### src/rtl/bin_to_bcd_digits.sv
// Double-dabble binary-to-BCD converter: one bit per clock, WIDTH edges from accept to done; start ignored while busy.
// Optional BCD_OVF_SAT_EN: saturate the displayed digits to 9999 when the value exceeds four digits.
module bin_to_bcd_digits #(
  parameter int WIDTH = 16
) (
  input  logic             clk,
  input  logic             rst_n,
  input  logic             start,
  input  logic [WIDTH-1:0] value,
  output logic             busy,
  output logic             done,
  output logic [3:0]       num3,
  output logic [3:0]       num2,
  output logic [3:0]       num1,
  output logic [3:0]       num0,
  output logic             ovf
);

  localparam int CW = 5;

  typedef enum logic {
    S_IDLE  = 1'b0,
    S_SHIFT = 1'b1
  } state_t;

  state_t           r_state;
  state_t           w_state_nxt;
  logic [WIDTH-1:0] r_bin;
  logic [19:0]      r_scratch;
  logic [CW-1:0]    r_cnt;
  logic [15:0]      r_num;
  logic             r_ovf;
  logic             r_done;
  logic             r_busy;

  logic [19:0]      w_adj;
  logic [20:0]      w_shift;
  logic             w_accept;
  logic             w_last;
  logic             w_ovf;
  logic [15:0]      w_digits;

  // Each digit corrected independently with a 4-bit adder; no carry crosses digits.
  always_comb begin
    w_adj = r_scratch;
    for (int d = 0; d < 5; d++) begin
      if (r_scratch[d*4 +: 4] >= 4'd5) begin
        w_adj[d*4 +: 4] = r_scratch[d*4 +: 4] + 4'd3;
      end
    end
  end

  assign w_shift  = {w_adj, r_bin[WIDTH-1]};
  assign w_accept = (r_state == S_IDLE) && start;
  assign w_last   = (r_state == S_SHIFT) && (r_cnt == CW'(1));
  assign w_ovf    = (w_shift[20:16] != 5'd0);

`ifdef BCD_OVF_SAT_EN
  assign w_digits = w_ovf ? 16'h9999 : w_shift[15:0];
`else
  assign w_digits = w_shift[15:0];
`endif

  always_ff @(posedge clk or negedge rst_n) begin
    if (!rst_n) begin
      r_state <= S_IDLE;
    end else begin
      r_state <= w_state_nxt;
    end
  end

  always_comb begin
    w_state_nxt = r_state;
    case (r_state)
      S_IDLE:  if (start) w_state_nxt = S_SHIFT;
      S_SHIFT: if (r_cnt == CW'(1)) w_state_nxt = S_IDLE;
      default: w_state_nxt = S_IDLE;
    endcase
  end

  always_ff @(posedge clk or negedge rst_n) begin
    if (!rst_n) begin
      r_bin     <= '0;
      r_scratch <= '0;
      r_cnt     <= '0;
      r_num     <= '0;
      r_ovf     <= 1'b0;
      r_done    <= 1'b0;
      r_busy    <= 1'b0;
    end else begin
      r_done <= w_last;
      r_busy <= (w_state_nxt == S_SHIFT);
      if (w_accept) begin
        r_bin     <= value;
        r_scratch <= '0;
        r_cnt     <= CW'(WIDTH);
      end else if (r_state == S_SHIFT) begin
        r_bin     <= {r_bin[WIDTH-2:0], 1'b0};
        r_scratch <= w_shift[19:0];
        r_cnt     <= r_cnt - CW'(1);
      end
      // Results only move on the final shift, so the display never sees partial digits.
      if (w_last) begin
        r_num <= w_digits;
        r_ovf <= w_ovf;
      end
    end
  end

  assign busy = r_busy;
  assign done = r_done;
  assign num3 = r_num[15:12];
  assign num2 = r_num[11:8];
  assign num1 = r_num[7:4];
  assign num0 = r_num[3:0];
  assign ovf  = r_ovf;

endmodule

### config.mk
export PLATFORM = sky130hd
export DESIGN_NAME = bin_to_bcd_digits
export DESIGN_NICKNAME = d
export VERILOG_FILES = /design/src/rtl/bin_to_bcd_digits.sv
export SDC_FILE = /design/constraint.sdc
export NUM_CORES = 1
export LEC_CHECK = 0
export CORE_MARGIN = 3
export CORE_UTILIZATION = 35
export DETAILED_ROUTE_END_ITERATION = 16
export GPL_ROUTABILITY_DRIVEN = 0
export GPL_TIMING_DRIVEN = 0
export HOLD_SLACK_MARGIN = 0.08
export MAX_ROUTING_LAYER = met4
export SYNTH_ARGS = -nofsm -noshare
export SYNTH_HDL_FRONTEND = slang
export SYNTH_SLANG_ARGS = --single-unit
### constraint.sdc
create_clock -name clk -period 2.8 [get_ports clk]
set_input_delay 0.56 -clock clk [delete_from_list [all_inputs] [get_ports clk]]
set_output_delay 0.56 -clock clk [all_outputs]
set_load 0.1 [all_outputs]
; ---- Yosys cells after proc, flatten, opt, wreduce, memory -nomap -nowiden
; Cells that the tools add are included.
[word_totals]
ff_bits = 60
in_bits = 19
out_inout_bits = 19
wordCells = 38
[classes]
addsub = 6
order_cmp = 5
eq_ne = 1
mux = 14
bitwise = 1
n_reduce_logical = 4
[ops]
columns = cell, count
row1 = 20-bit two-way mux, 2
row2 = 16-bit two-way mux, 2
row3 = "4-bit by 2-bit adder with 4-bit output, second input constant", 5
row4 = "4-bit by 3-bit >= comparator with 1-bit output, second input constant", 5
row5 = 4-bit two-way mux, 5
row6 = 5-bit two-way mux, 2
row7 = "5-bit by 1-bit == test with 1-bit output, second input constant", 1
row8 = 5-bit nonzero test, 1
row9 = "5-bit by 1-bit subtractor with 5-bit output, second input constant", 1
row10 = 1-bit logical AND, 2
row11 = 1-bit two-way mux, 2
row12 = 1-bit one-hot mux with 2 select lines, 1
row13 = 2-bit nonzero test, 1
row14 = 1-bit inverter, 1

; ---- Longest topological paths before layout
; Gate-level depths: netlist (run 1).
[logic_depth]
word_depth = 4
ltp_mapped = 7
depth_no_buf = 6

; ---- Worst setup path before layout (run 1)
; OpenSTA, ideal clock, no wires.
[synth_timing]
kind = reg-to-reg
from = reg, netlist name busy
to = reg r_num[10]
setup_ns = 0.126
t_arrival_ns = 1.881
t_required_ns = 2.674
slack_ns = 0.793
stages_incl_launch_ff = 6
path_buffers = 1
period_less_slack_ns = 2.007
path_cell_list = dfrtp_1 -> nor2b_4 -> nand3_2 -> inv_4 -> buf_12 -> mux2_4
[synth_rtl]
columns = item, line
row1 = end signal: assignment, 104  ; r_num <= w_digits;
row2 = end: declaration, 31  ; logic [15:0] r_num;

; ---- Worst setup path after layout (run 1)
[layout_timing]
from = reg r_busy (netlist: busy)
to = out busy
[layout_rtl]
columns = item, line
row1 = start: declaration, 34  ; logic r_busy;
row2 = start signal: assignment, 92  ; r_busy <= (w_state_nxt == S_SHIFT);
row3 = end: declaration, 10  ; output logic busy,
; No word-level cell between the ends.

==> results.md, run 1 <==
* Final nets at 347
* Hold_ws at 302 ps
* CTS max path bufs at 2
* H-tree levels at 3
* Die H at 97.2 µm
* HPWL Detailed at 3930 µm
* Setup crit start kind: register
* CTS root buf: clkbuf_8
* Gr usage total at 13.6%
* Final worst slack at 277 ps
* Initial Utilization at 36.9%
* Crit Path Class: reg2out
* Area after DPL at 0.00341 mm²
* CTS tree: done
* Final Cycle Share at 90.1%
* Synthesis Warnings at 0
* Unrepaired setup endpoints after global routing: no
* Layout cells sized above 1 at 13.7%
* Number of hold violations in the final report at 0
* Distinct cell type count after synthesis at 28
* Site Rows at 32
* Cell Area, Synth at 0.00291 mm²
* Max incr delay on CP at 1190 ps
* I/O Buffers at 37
* Worst path required time at 2240 ps
* Die ar. at 0.00945 mm²
* Pin count of the biggest net entering global routing at 61
* Antenna cells at 0
* Vias per cell at 4.91
* Post-synth EDFFs at 0
* Initial antenna violation count at 0
* Post-synth top flop: dfrtp_1
* Family with the most delay on the worst path: buffers and inverters
* Crit-path slowest cell: clkdlybuf4s50_1
* Clock latency at the later pin of the worst-skew pair at 330 ps
* Vias in the first global route at 2196
* Clock Skews at 9.35 ps
* IO Count at 38
* DIE WIDTH at 97.2 µm
* Mean post-synth cell area at 10.9 µm²
* CTS sink cnt at 60
* Final wirelength at 5690 µm
* Mapped Cells at 268
* Synthesized flop and latch total at 60
* Synth-to-Final Area Change at 22.8%
* Core area at 0.00789 mm²
* CP max FO at 6
* Drt initial violations at 78
* Clock slew seen by the registers of the worst setup and hold paths at 70 ps
* Status: finished, final reports clean
* DR pass1 iterations at 4
* Period minus WS final at 2520 ps
* Setup TNS at 0 ps
* DR WL/cell at 13.4 µm
* Worst-path cell chain: clkdlybuf4s50_1
* Final instance area at 0.00358 mm²
* Syn Nets at 299
* Hold_buf cts at 0
* Routed Antenna Nets at 0
* Crit. End Element: primary output
* Worst slack at placement at 611 ps
* GRT overflow at 0
* WP buf/inv at 1
* First-pass GRT wire length at 10100 µm
* Fin. max-slew vios at 0
* Sequential element share of the synthesized area at 51.6%
* Asr flop ratio synth at 100%
* Max Cap Viol at 0
* Final setup viols at 0
* Post-cts sizing count at 0
* Postcts setup bufs at 0
* Total number of vias at 2076
* Worst EP arrival at 1960 ps
* CTS buffer count at 9
* Maximum operating frequency at 396 MHz
* # DRC at 0
* HP Class: in2async
* Relative slew margins at 33.4%
* Worst Max-Slew Pin Slew at 996 ps
==> path summary, 6_finish.rpt <==
path,startpoint,to,slack (ps),cells past startpoint
setup / recovery,busy$_DFF_PN0_,busy,280,1
hold reg to reg,r_num[12]$_DFFE_PN0P_,r_num[12]$_DFFE_PN0P_,480,2
hold / removal,rst_n,r_num[3]$_DFFE_PN0P_,300,1
max in group asynchronous,rst_n,r_scratch[14]$_DFFE_PN0P_,2000,1
min in group clk,r_num[12]$_DFFE_PN0P_,r_num[12]$_DFFE_PN0P_,480,2
setup reg to reg,r_scratch[13]$_DFFE_PN0P_,r_scratch[14]$_DFFE_PN0P_,1100,6
==> cells in the mapped netlist (all sizes together) (2+ instances only) <==
library cell,count,share of area (%)
clkbuf,3,0.39
o21ai,36,6.2
nand2,40,5.2
xnor2,6,1.8
nor2,7,0.90
ha,12,5.2
a22o,13,3.9
nor3b,5,1.3
mux2i,19,6.5
nor3,2,0.34
mux2,13,5.9
a21oi,12,2.4
inv,15,2.0
dfrtp,60,52
nand2b,7,1.5
or3,3,0.64
buf,9,2.2
==> worst reg2reg max path, cell delays in order (launching register included) <==
cell and delay (ps):
dfrtp_1 380, inv_1 90, ha_1 180, nand2b_1 150, a21oi_1 280, mux2_2 390
o21ai_0 150
==> cells in the final DEF, fill, tap and decap left out, types with 4 or more instances in the layout <==
| master | instances |
|---|---|
| dfrtp_1 | 60 |
| o21ai_0 | 36 |
| clkinv_2 | 4 |
| nor3b_1 | 5 |
| mux2i_1 | 19 |
| nor2_1 | 7 |
| buf_2 | 6 |
| a22o_1 | 13 |
| clkdlybuf4s50_1 | 36 |
| inv_1 | 14 |
| xnor2_1 | 6 |
| nand2b_1 | 7 |
| mux2_2 | 6 |
| ha_1 | 12 |
| a21oi_1 | 9 |
| nand2_1 | 40 |
| mux2_4 | 7 |
| clkbuf_1 | 4 |
| clkbuf_8 | 10 |
==> through the flow <==
step           instances  utilization (%)
2_1_floorplan        268                -
3_3_place_gp         407             43.2
3_5_place_dp         407             43.2
4_1_cts              423             45.3
5_1_grt              423             45.3
6_report             423             45.3
==> flip-flops by register name (all words and copies together), names as in the netlist <==
register   count
done           1
ovf            1
r_cnt          5
r_num         16
busy           1
r_scratch     20
r_bin         16
==> area by class of cell <==
class / instances / area [µm²]
multi-input cells: 181 / 1270
well taps: 102 / 128
plain buffers: 12 / 76.3
fillers: 750 / 4310
repair buffers: 37 / 368
inverters: 15 / 58.8
flip-flops and latches: 60 / 1500
clock inverters: 5 / 27.5
clock buffers: 11 / 141
==> metal layers <==
layer | track usage (%) | part of all wire [%] | vias up
met3 | 3.88 | 3.8 | 8
met2 | 20.3 | 47 | 39
met1 | 17.7 | 48 | 1009
li1 | - | - | 1020
met4 | 4.64 | 1.4 | 0
met5 | - | 0 | -
==> logic make-up after synthesis <==
group	count (synthesis)	share of synthesized area, %
flip-flops	60	51.6
adder cells (fa/ha/maj)	12	5.16
XOR/XNOR	7	2.11
AO/OA/AOI/OAI	63	13.1
buffers and inverters	27	4.64
AND/OR/NAND/NOR	67	11.0
multiplexers	32	12.5
Power of run 1 is not shown: default switching activity piles up to over one toggle a cycle in this logic, so the estimate is an artifact.
==> run 2, diff against run 1 <==
CELL_PAD_IN_SITES_DETAIL_PLACEMENT = 0   (was default)
CELL_PAD_IN_SITES_GLOBAL_PLACEMENT = 1   (was default)
CORE_ASPECT_RATIO = 0.6   (was default)
PLACE_DENSITY_LB_ADDON = 0.1   (was default)
==> run 2 against run 1 <==
  * Hold slack gained 4.5 ps
  * Setup slack better by 54 ps
  * Sequential cell count unchanged
  * Final cell count grew 1.2%
  * Register-to-register slack improved by 20 ps
  * Critical path depth unchanged
  * Non-clock buffer count unchanged
  * Final area rose by 3.0%
  * Clock skew fell by 3.3 ps
  * Critical path type unchanged
==> results.md, run 2 (synthesized netlist as in run 1, its figures left out) <==
* Final instance area at 0.00368 mm²
* HPWL Detailed at 4220 µm
* Post-cts sizing count at 0
* Final Cycle Share at 88.2%
* Final wirelength at 6190 µm
* Crit Path Class: reg2out
* Synth-to-Final Area Change at 26.6%
* Worst Setup SP: busy$_DFF_PN0_
* Unrepaired setup endpoints after global routing: no
* Die H at 76.7 µm
* CTS buffer count at 9
* Worst Max-Slew Pin Slew at 985 ps
* Setup crit start kind: register
* Status: finished, final reports clean
* Worst-path cell chain: clkdlybuf4s50_1
* Routed Antenna Nets at 0
* IO Count at 38
* Relative slew margins at 34.1%
* Clock Skews at 6.00 ps
* DR WL/cell at 14.5 µm
* Setup TNS at 0 ps
* I/O Buffers at 37
* Largest reg by FF count: r_scratch
* CTS sink cnt at 60
* CP max FO at 6
* Max incr delay on CP at 1160 ps
* Max reg flops at 20
* HP Class: in2async
* Worst EP arrival at 1910 ps
* DIE WIDTH at 124 µm
* Fin. max-slew vios at 0
* H-tree levels at 3
* Die ar. at 0.00949 mm²
* Clock latency at the later pin of the worst-skew pair at 320 ps
* Most common cell after layout, fill and taps aside: dfrtp_1
* Family with the most delay on the worst path: buffers and inverters
* Pin count of the biggest net entering global routing at 61
* GRT overflow at 0
* # DRC at 0
* Postcts setup bufs at 0
* Vias in the first global route at 2123
* Period minus WS final at 2470 ps
* Crit. End Element: primary output
* Final setup viols at 0
* WP buf/inv at 1
* Final nets at 347
* Core area at 0.00798 mm²
* Clock slew seen by the registers of the worst setup and hold paths at 50 ps
* Initial Utilization at 36.5%
* Area after DPL at 0.00341 mm²
* Layout cells sized above 1 at 13.1%
* Site Rows at 25
* Reg2Reg Depth at 6
* Worst Setup EP: busy
* Crit-path slowest cell: clkdlybuf4s50_1
* Initial antenna violation count at 0
* Top flop regs: r_scratch (20), r_bin (16), r_num (16)
* Drt initial violations at 93
* First-pass GRT wire length at 10800 µm
* Worst path required time at 2240 ps
* Worst r2r src: r_scratch[16]$_DFFE_PN0P_
* Number of hold violations in the final report at 0
* CTS max path bufs at 2
* Most frequent cells in the layout: dfrtp_1 (60), nand2_1 (40), o21ai_0 (36), clkdlybuf4s50_1 (36), mux2i_1 (19)
* Reg-to-reg slack, setup at 1120 ps
* CTS root buf: clkbuf_16
* Vias per cell at 4.77
* Max Cap Viol at 0
* Instance count on the critical path at 1
* Antenna cells at 0
* CTS tree: done
* Hold_buf cts at 0
* Gr usage total at 14.9%
* Critical R2R Capture: ovf$_DFFE_PN0P_
* Maximum operating frequency at 405 MHz
* DR pass1 iterations at 6
* Total number of vias at 2042
run 2: changes by cell type in the layout (fill, tap and decap cells not counted), sizes merged:
cell and delta:
clkbuf +2, clkinv -2, clkinvlp -1
run 2: worst register-to-register path: stages (launching register included):
cell	delay (ps)
dfrtp_1	420
inv_1	110
ha_1	210
nand2b_1	70
a21oi_1	240
mux2_2	390
a32oi_1	170
run 2: cell type report:
type	instances	area, µm²
Buffer	12	76.3
Clock buffer	13	260
Clock inverter	2	10.0
Fill cell	784	4290
Inverter	15	58.8
Multi-Input combinational cell	181	1270
Sequential cell	60	1500
Tap cell	108	135
Timing Repair Buffer	37	368
run 2: per-layer routing:
metal	track usage, %	wire length (µm)	vias up
li1	-	-	1016
met1	23.1	3460	991
met2	18.8	2420	27
met3	3.76	242	8
met4	4.64	70	0
met5	-	0	-
run 2: metrics by stage:
| stage | util [%] | cells | hold slack [ps] | setup WS [ps] |
|---|---|---|---|---|
| final | 46.2 | 428 | 307 | 331 |
| after global routing | 46.2 | 428 | 400 | 280 |
| after CTS | 46.2 | 428 | 360 | 309 |
| after detailed placement | 42.8 | 413 | 467 | 657 |
| after global placement | 42.8 | 413 | 463 | -965 |
| after floorplan | - | 268 | 264 | 793 |
run 2: worst min-delay path by stage:
stage                     cells past startpoint                         to  slack [ps]                 startpoint
after global routing                          1      r_bin[12]$_DFFE_PN0P_         400                      rst_n
after CTS                                     1       r_bin[0]$_DFFE_PN0P_         360                      rst_n
after floorplan                               0             busy$_DFF_PN0_         260                      rst_n
final                                         1       r_bin[1]$_DFFE_PN0P_         310                      rst_n
after detailed placement                      2       r_bin[7]$_DFFE_PN0P_         470       r_bin[6]$_DFFE_PN0P_
after global placement                        2  r_scratch[17]$_DFFE_PN0P_         460  r_scratch[17]$_DFFE_PN0P_
Power of run 2 is left out for the same reason.
==> run 3, diff against run 2 <==
CORE_MARGIN = 4   (was 3)
==> run 3 against run 2 <==
  * Sequential cell count unchanged
  * Non-clock buffer count unchanged
  * Final area increased by 0.51%
  * Clock-buffer cell count increased by 1
  * Highest routed layer unchanged
  * Hold slack got worse by 1.5 ps
==> results.md, run 3 (synthesized netlist as in run 1, its figures left out) <==
* Gr usage total at 14.4%
* Top flop regs: r_scratch (20), r_bin (16), r_num (16)
* Final Cycle Share at 88.3%
* Site Rows at 25
* Largest reg by FF count: r_scratch
* WP buf/inv at 1
* Crit-path slowest cell: clkdlybuf4s50_1
* Setup crit start kind: register
* Final wirelength at 6240 µm
* Worst r2r src: r_scratch[16]$_DFFE_PN0P_
* DR pass1 iterations at 4
* H-tree levels at 3
* Pin count of the biggest net entering global routing at 61
* Vias per cell at 4.74
* Crit. End Element: primary output
* Clock slew seen by the registers of the worst setup and hold paths at 50 ps
* Period minus WS final at 2470 ps
* Most frequent cells in the layout: dfrtp_1 (60), nand2_1 (40), o21ai_0 (36), clkdlybuf4s50_1 (36), mux2i_1 (19)
* Antenna cells at 0
* Final setup viols at 0
* Worst slack at placement at 665 ps
* Final nets at 347
* Crit Path Class: reg2out
* Worst Max-Slew Pin Slew at 974 ps
* Maximum operating frequency at 405 MHz
* Max incr delay on CP at 1160 ps
* CTS root buf: clkbuf_16
* Die H at 78.7 µm
* GRT overflow at 0
* Initial antenna violation count at 0
* Status: finished, final reports clean
* # DRC at 0
* Routed Antenna Nets at 0
* Area after DPL at 0.00341 mm²
* CTS sink cnt at 60
* Family with the most delay on the worst path: buffers and inverters
* Worst-path cell chain: clkdlybuf4s50_1
* IO Count at 38
* Initial Utilization at 36.5%
* Core area at 0.00798 mm²
* Clock Skews at 5.66 ps
* DIE WIDTH at 126 µm
* CTS buffer count at 9
* Total number of vias at 2027
* CP max FO at 6
* Post-cts sizing count at 0
* Max reg flops at 20
* Synth-to-Final Area Change at 27.2%
* Worst path required time at 2240 ps
* Hold_buf cts at 0
* Clock latency at the later pin of the worst-skew pair at 330 ps
* Unrepaired setup endpoints after global routing: no
* Postcts setup bufs at 0
* First-pass GRT wire length at 10600 µm
* I/O Buffers at 37
* CTS max path bufs at 2
* Setup TNS at 0 ps
* Reg2Reg Depth at 6
* Relative slew margins at 34.9%
* Instance count on the critical path at 1
* HP Class: in2async
* Most common cell after layout, fill and taps aside: dfrtp_1
* HPWL Detailed at 4220 µm
* Fin util at 46.4%
* Layout cells sized above 1 at 13.4%
* Number of hold violations in the final report at 0
* DR WL/cell at 14.6 µm
* Critical R2R Capture: ovf$_DFFE_PN0P_
* Die ar. at 0.00989 mm²
* Final worst slack at 329 ps
* Vias in the first global route at 2044
* Drt initial violations at 128
* Reg-to-reg slack, setup at 1110 ps
* Final instance area at 0.00370 mm²
* Worst EP arrival at 1910 ps
* Max Cap Viol at 0
* CTS tree: done
* Fin. max-slew vios at 0
run 3: worst max-delay path by stage:
stage	start	to	slack, ps
2_1_floorplan	busy$_DFF_PN0_	r_num[10]$_DFFE_PN0P_	790
3_3_place_gp	rst_n	r_bin[0]$_DFFE_PN0P_	-930
3_5_place_dp	busy$_DFF_PN0_	busy	670
4_1_cts	busy$_DFF_PN0_	busy	300
5_1_grt	busy$_DFF_PN0_	busy	270
6_report	busy$_DFF_PN0_	busy	330
run 3: final cells by class:
type	instances	area, µm²
well taps	108	135
inverters	15	58.8
fillers	789	4270
multi-input cells	181	1270
repair buffers	37	368
flip-flops and latches	60	1500
plain buffers	12	76.3
clock inverters	1	5.00
clock buffers	14	284
run 3: metal layers:
metal / part of all wire (%) / vias to the layer above / GRT usage, %
met5: 0 / - / -
met4: 1.6 / 0 / 5.46
met3: 4.8 / 10 / 5.85
met2: 39 / 33 / 17.3
met1: 55 / 973 / 20.9
li1: - / 1011 / -
run 3: per-stage QoR:
step           instances  hold WS, ps
4_1_cts              428          337
6_report             428          305
5_1_grt              428          386
3_3_place_gp         413          463
3_5_place_dp         413          471
2_1_floorplan        268          264
Power of run 3 is left out for the same reason.
==> patch 1: new RTL, flow settings as in run 1 <==
The output `done` loses its register stage (`r_done` becomes a continuous assignment).
--- a/src/rtl/bin_to_bcd_digits.sv
+++ b/src/rtl/bin_to_bcd_digits.sv
@@ -87,6 +87,4 @@
       r_ovf     <= 1'b0;
-      r_done    <= 1'b0;
       r_busy    <= 1'b0;
     end else begin
-      r_done <= w_last;
       r_busy <= (w_state_nxt == S_SHIFT);
@@ -109,2 +107,4 @@
 
+  assign r_done = w_last;
+
   assign busy = r_busy;
Formal check against the unedited RTL: no difference found for any inputs over 10 cycles, from zero or initial values and one cycle with rst_n low; that may be too few to reach the edited logic, so the function may still have changed.
==> patch 1 against run 1 <==
Setup slack worse by 10 ps; sequential cell count is 1 lower; die area is 0.80% lower; register-to-register slack hardly changed; sequential share of layout area is 0.67 points lower; routed wire length is 1.7% higher; cell area hardly changed; count of clock-buffer cells in the layout is 3 higher; synthesized cell count is 0.37% lower; synthesized area is 0.86% lower.
Power is not shown: default switching activity piles up to over one toggle a cycle in this logic, so the estimate is an artifact.
==> patch 1: results (changes against run 1) <==
| Item | This run | vs run 1 |
|:---|:---|:---|
| Run status | finished, final reports clean | unchanged |
| Area post-placement | 3400 um2 | was 3410 um2 |
| HPWL after DPL | 4.01 mm | was 3.93 mm |
| Utilization after layout | 0.455 | was 0.453 |
| Share of cell area taken by muxes after synthesis | 0.126 | was 0.125 |
| Worst hold slack across all endpoints | 212 ps | was 302 ps |
| Sequential element share of the synthesized area | 0.511 | was 0.516 |
| Final critical-path share of the clock period | 0.905 | was 0.901 |
| Critical path destination | busy | unchanged |
| Count of port buffers added during placement | 37 | unchanged |
| Synth top area cells | sky130_fd_sc_hd__dfrtp_1 (51%), sky130_fd_sc_hd__mux2i_1 (6.6%), sky130_fd_sc_hd__o21ai_0 (6.2%) | was sky130_fd_sc_hd__dfrtp_1 (52%), sky130_fd_sc_hd__mux2i_1 (6.5%), sky130_fd_sc_hd__o21ai_0 (6.2%) |
| Post-Synth Adder-Cell Area | 0.0520 | was 0.0516 |
| Fill cell count | 772 | was 750 |
| Maximum level of the CTS H-tree | 3 | unchanged |
| Worst setup slack after placement | 45.9 ps | was 611 ps |
| Count of warnings emitted by yosys | 0 | unchanged |
| Hold Crit Class | primary input to async pin | unchanged |
| Largest net degree at the start of global routing | 38 | was 61 |
| Area share of xor/xnor cells in the synthesized design | 0.0212 | was 0.0211 |
| Aggregate routed wire length | 5.79 mm | was 5.69 mm |
| Ratio of routed vias to standard cells | 4.84 | was 4.91 |
| Number of DRC markers after the initial detailed-route iteration | 108 | was 78 |
| Diode count | 0 | unchanged |
| Antenna violations before repair | 0 | unchanged |
| Compound-gate portion of the synthesized area | 0.132 | was 0.131 |
| Synth top cells by count | sky130_fd_sc_hd__dfrtp_1 (59), sky130_fd_sc_hd__nand2_1 (40), sky130_fd_sc_hd__o21ai_0 (36) | was sky130_fd_sc_hd__dfrtp_1 (60), sky130_fd_sc_hd__nand2_1 (40), sky130_fd_sc_hd__o21ai_0 (36) |
| Terminus of the critical flop-to-flop path | ovf$_DFFE_PN0P_ | was r_scratch[14]$_DFFE_PN0P_ |
| Syn_nets | 298 | was 299 |
| CTS hold repair buffers | 0 | unchanged |
| Slew Limit Headroom | 0.341 | was 0.334 |
| Clock buffer count from CTS | 9 | unchanged |
| All-layer global routing usage | 0.139 | was 0.136 |
| WL/cell | 13.7 um | was 13.4 um |
| Gate count after technology mapping | 267 | was 268 |
| Master cell of the clock root buffer | sky130_fd_sc_hd__clkbuf_8 | unchanged |
| Number of synthesized register bits | 59 | was 60 |
| Origin of the critical flop-to-flop path | r_scratch[16]$_DFFE_PN0P_ | was r_scratch[13]$_DFFE_PN0P_ |
| Global-route wire length before repair | 10.2 mm | was 10.1 mm |
| Worst EP arrival | 1970 ps |  |
| Family of cells with the greatest summed delay on the critical path | buffers and inverters | unchanged |
| Final worst clock skew | 5.60 ps | was 9.35 ps |
| Vias in the first global route | 2086 | was 2196 |
[patch 1: layout make-up]
class | count | area share
Tap cell | 102 | 0.0357
Inverter | 15 | 0.0165
Timing Repair Buffer | 38 | 0.108
Multi-Input combinational cell | 181 | 0.357
Buffer | 12 | 0.0214
Sequential cell | 59 | 0.413
Clock buffer | 14 | 0.0455
Clock inverter | 2 | 0.00280
[patch 1: timing repair]
action                                  CTS  global route
gates resized for setup                   3             0
endpoints found under the setup margin    1             0
setup buffers                             0             0
hold endpoints to repair                  0             0
[patch 1: per-layer routing]
metal  vias up  share of wire  GRT usage
met5         -              0          -
li1       1015              -          -
met2        50           0.47      0.209
met3         0          0.043     0.0497
met1       983           0.49      0.179
met4         0              0     0.0324
[patch 1: worst register-to-register path: cells and delay by family (launching register included)]
family                     cells  cell delay, ps
DFF                            1             420
buffers and inverters          1             100
muxes                          1             380
adders and majority gates      1             210
AOI/OAI and AO/OA              2             420
and+or+nand+nor                1              80
==> patch 2: new RTL, flow settings as in run 1 <==
Made on the original files. The localparam `CW` goes from 5 to 10.
--- a/src/rtl/bin_to_bcd_digits.sv
+++ b/src/rtl/bin_to_bcd_digits.sv
@@ -18,3 +18,3 @@
 
-  localparam int CW = 5;
+  localparam int CW = 10;
 
Function: no difference found for any inputs over 10 cycles, from zero or initial values and one cycle with rst_n low; that may be too few to reach the edited logic, so the function may still have changed.
==> patch 2 against run 1 <==
Non-clock buffer count grew 1; hold slack lost 22 ps; setup slack gained 88 ps; cell count up 6.9%; sequential cell count up 5; cell area is 6.5% higher; routed wire length rose by 11%; critical path type unchanged; synthesized area rose by 6.7%.
==> patch 2: results (changes against run 1) <==
| Item | This run | vs run 1 |
|:---|:---|:---|
| Ratio of routed vias to standard cells | 5.08 | was 4.91 |
| Total leakage power | 1.75 nW |  |
| Synth top cells by count | sky130_fd_sc_hd__dfrtp_1 (65), sky130_fd_sc_hd__nand2_1 (38), sky130_fd_sc_hd__o21ai_0 (33) | was sky130_fd_sc_hd__dfrtp_1 (60), sky130_fd_sc_hd__nand2_1 (40), sky130_fd_sc_hd__o21ai_0 (36) |
| Total number of nets in the final design | 373 | was 347 |
| Run status | finished, final reports clean | unchanged |
| Worst setup slack after placement | 432 ps | was 611 ps |
| Final worst clock skew | 12.2 ps | was 9.35 ps |
| Global-route wire length before repair | 10.8 mm | was 10.1 mm |
| Critical path's largest stage delay | 1150 ps | was 1190 ps |
| Met2 demand-to-capacity share in global routing | 0.203 | about the same |
| Grt met3 use | 0.0320 | was 0.0388 |
| Synth top area cells | sky130_fd_sc_hd__dfrtp_1 (52%), sky130_fd_sc_hd__mux2i_1 (6.8%), sky130_fd_sc_hd__o21ai_0 (5.3%) | was sky130_fd_sc_hd__dfrtp_1 (52%), sky130_fd_sc_hd__mux2i_1 (6.5%), sky130_fd_sc_hd__o21ai_0 (6.2%) |
| Critical-path maximum fanout | 2 | was 6 |
| All-layer global routing usage | 0.140 | was 0.136 |
| Mean post-synth cell area | 10.6 um2 | was 10.9 um2 |
| Length of routed met2 wiring | 2.82 mm | was 2.67 mm |
| Sequential element share of the synthesized area | 0.524 | was 0.516 |
| Worst R2R Path Depth | 5 | was 6 |
| Worst hold slack across all endpoints | 280 ps | was 302 ps |
| First-pass detailed-route iteration total | 5 | was 4 |
| Number of placed instances, taps included | 436 | was 407 |
| Maximum number of buffers from clock root to sink | 2 | unchanged |
| Syn_nets | 325 | was 299 |
| Terminus of the critical flop-to-flop path | r_num[8]$_DFFE_PN0P_ | was r_scratch[14]$_DFFE_PN0P_ |
| Worst EP arrival | 1870 ps | was 1960 ps |
| Clk Latency, worst-skew pair | 350 ps | was 330 ps |
| Number of DRC markers after the initial detailed-route iteration | 127 | was 78 |
| Number of distinct library cells after synthesis | 33 | was 28 |
| Fill cell count | 844 | was 750 |
| Origin of the critical flop-to-flop path | busy$_DFF_PN0_ | was r_scratch[13]$_DFFE_PN0P_ |
| Largest net degree at the start of global routing | 66 | was 61 |
| Overall power consumption | 4.20 mW |  |
| Final standard cell count with taps included and fillers excluded | 452 | was 423 |
| Peak clock frequency supported by timing | 411 MHz | was 396 MHz |
| Met3 wire len | 313 um | was 219 um |
| Global routing usage on met1 | 0.188 | was 0.177 |
| WL/cell | 14.0 um | was 13.4 um |
| Metal1 wirelength | 3.09 mm | was 2.71 mm |
| Share of post-route cells with drive strength above 1 | 0.0807 | was 0.137 |
## patch 2: changes by cell type after synthesis, moves of 3 or more
| cell | run 1 | this run |
|---|---|---|
| sky130_fd_sc_hd__a21oi_1 | 9 | 14 |
| sky130_fd_sc_hd__nor2_1 | 7 | 17 |
| sky130_fd_sc_hd__o21ai_0 | 36 | 33 |
| sky130_fd_sc_hd__a21oi_2 | 3 | 0 |
| sky130_fd_sc_hd__a31oi_1 | 0 | 4 |
| sky130_fd_sc_hd__dfrtp_1 | 60 | 65 |
| sky130_fd_sc_hd__mux2_4 | 7 | 0 |
| sky130_fd_sc_hd__buf_2 | 6 | 0 |
| sky130_fd_sc_hd__clkbuf_1 | 3 | 8 |
| sky130_fd_sc_hd__mux2_1 | 0 | 5 |
## patch 2: logic make-up (layout without fill, tap and decap cells)
family                     Yosys count  after routing  share of synthesized area
adders and majority gates           12             12                     0.0483
and+or+nand+nor                     82             82                      0.129
xor gates and xnor gates             6              6                     0.0169
muxes                               32             32                      0.108
DFF                                 65             65                      0.524
AOI/OAI and AO/OA                   71             71                      0.139
buffers and inverters               26             79                     0.0362
## patch 2: layout make-up
cell class                 instances  area share
sequential                        65       0.427
multi-input combinational        203       0.359
timing repair buffer              37      0.0966
tap                              105      0.0345
clock buffer                       9      0.0325
clock inverter                     7      0.0204
buffer                            13      0.0168
inverter                          13      0.0128
## patch 2: metrics by stage
stage          cell area (um2)   util
2_1_floorplan             3110      -
4_1_cts                   3810  0.452
6_report                  3810  0.452
3_3_place_gp              3610  0.428
3_5_place_dp              3610  0.428
5_1_grt                   3810  0.452
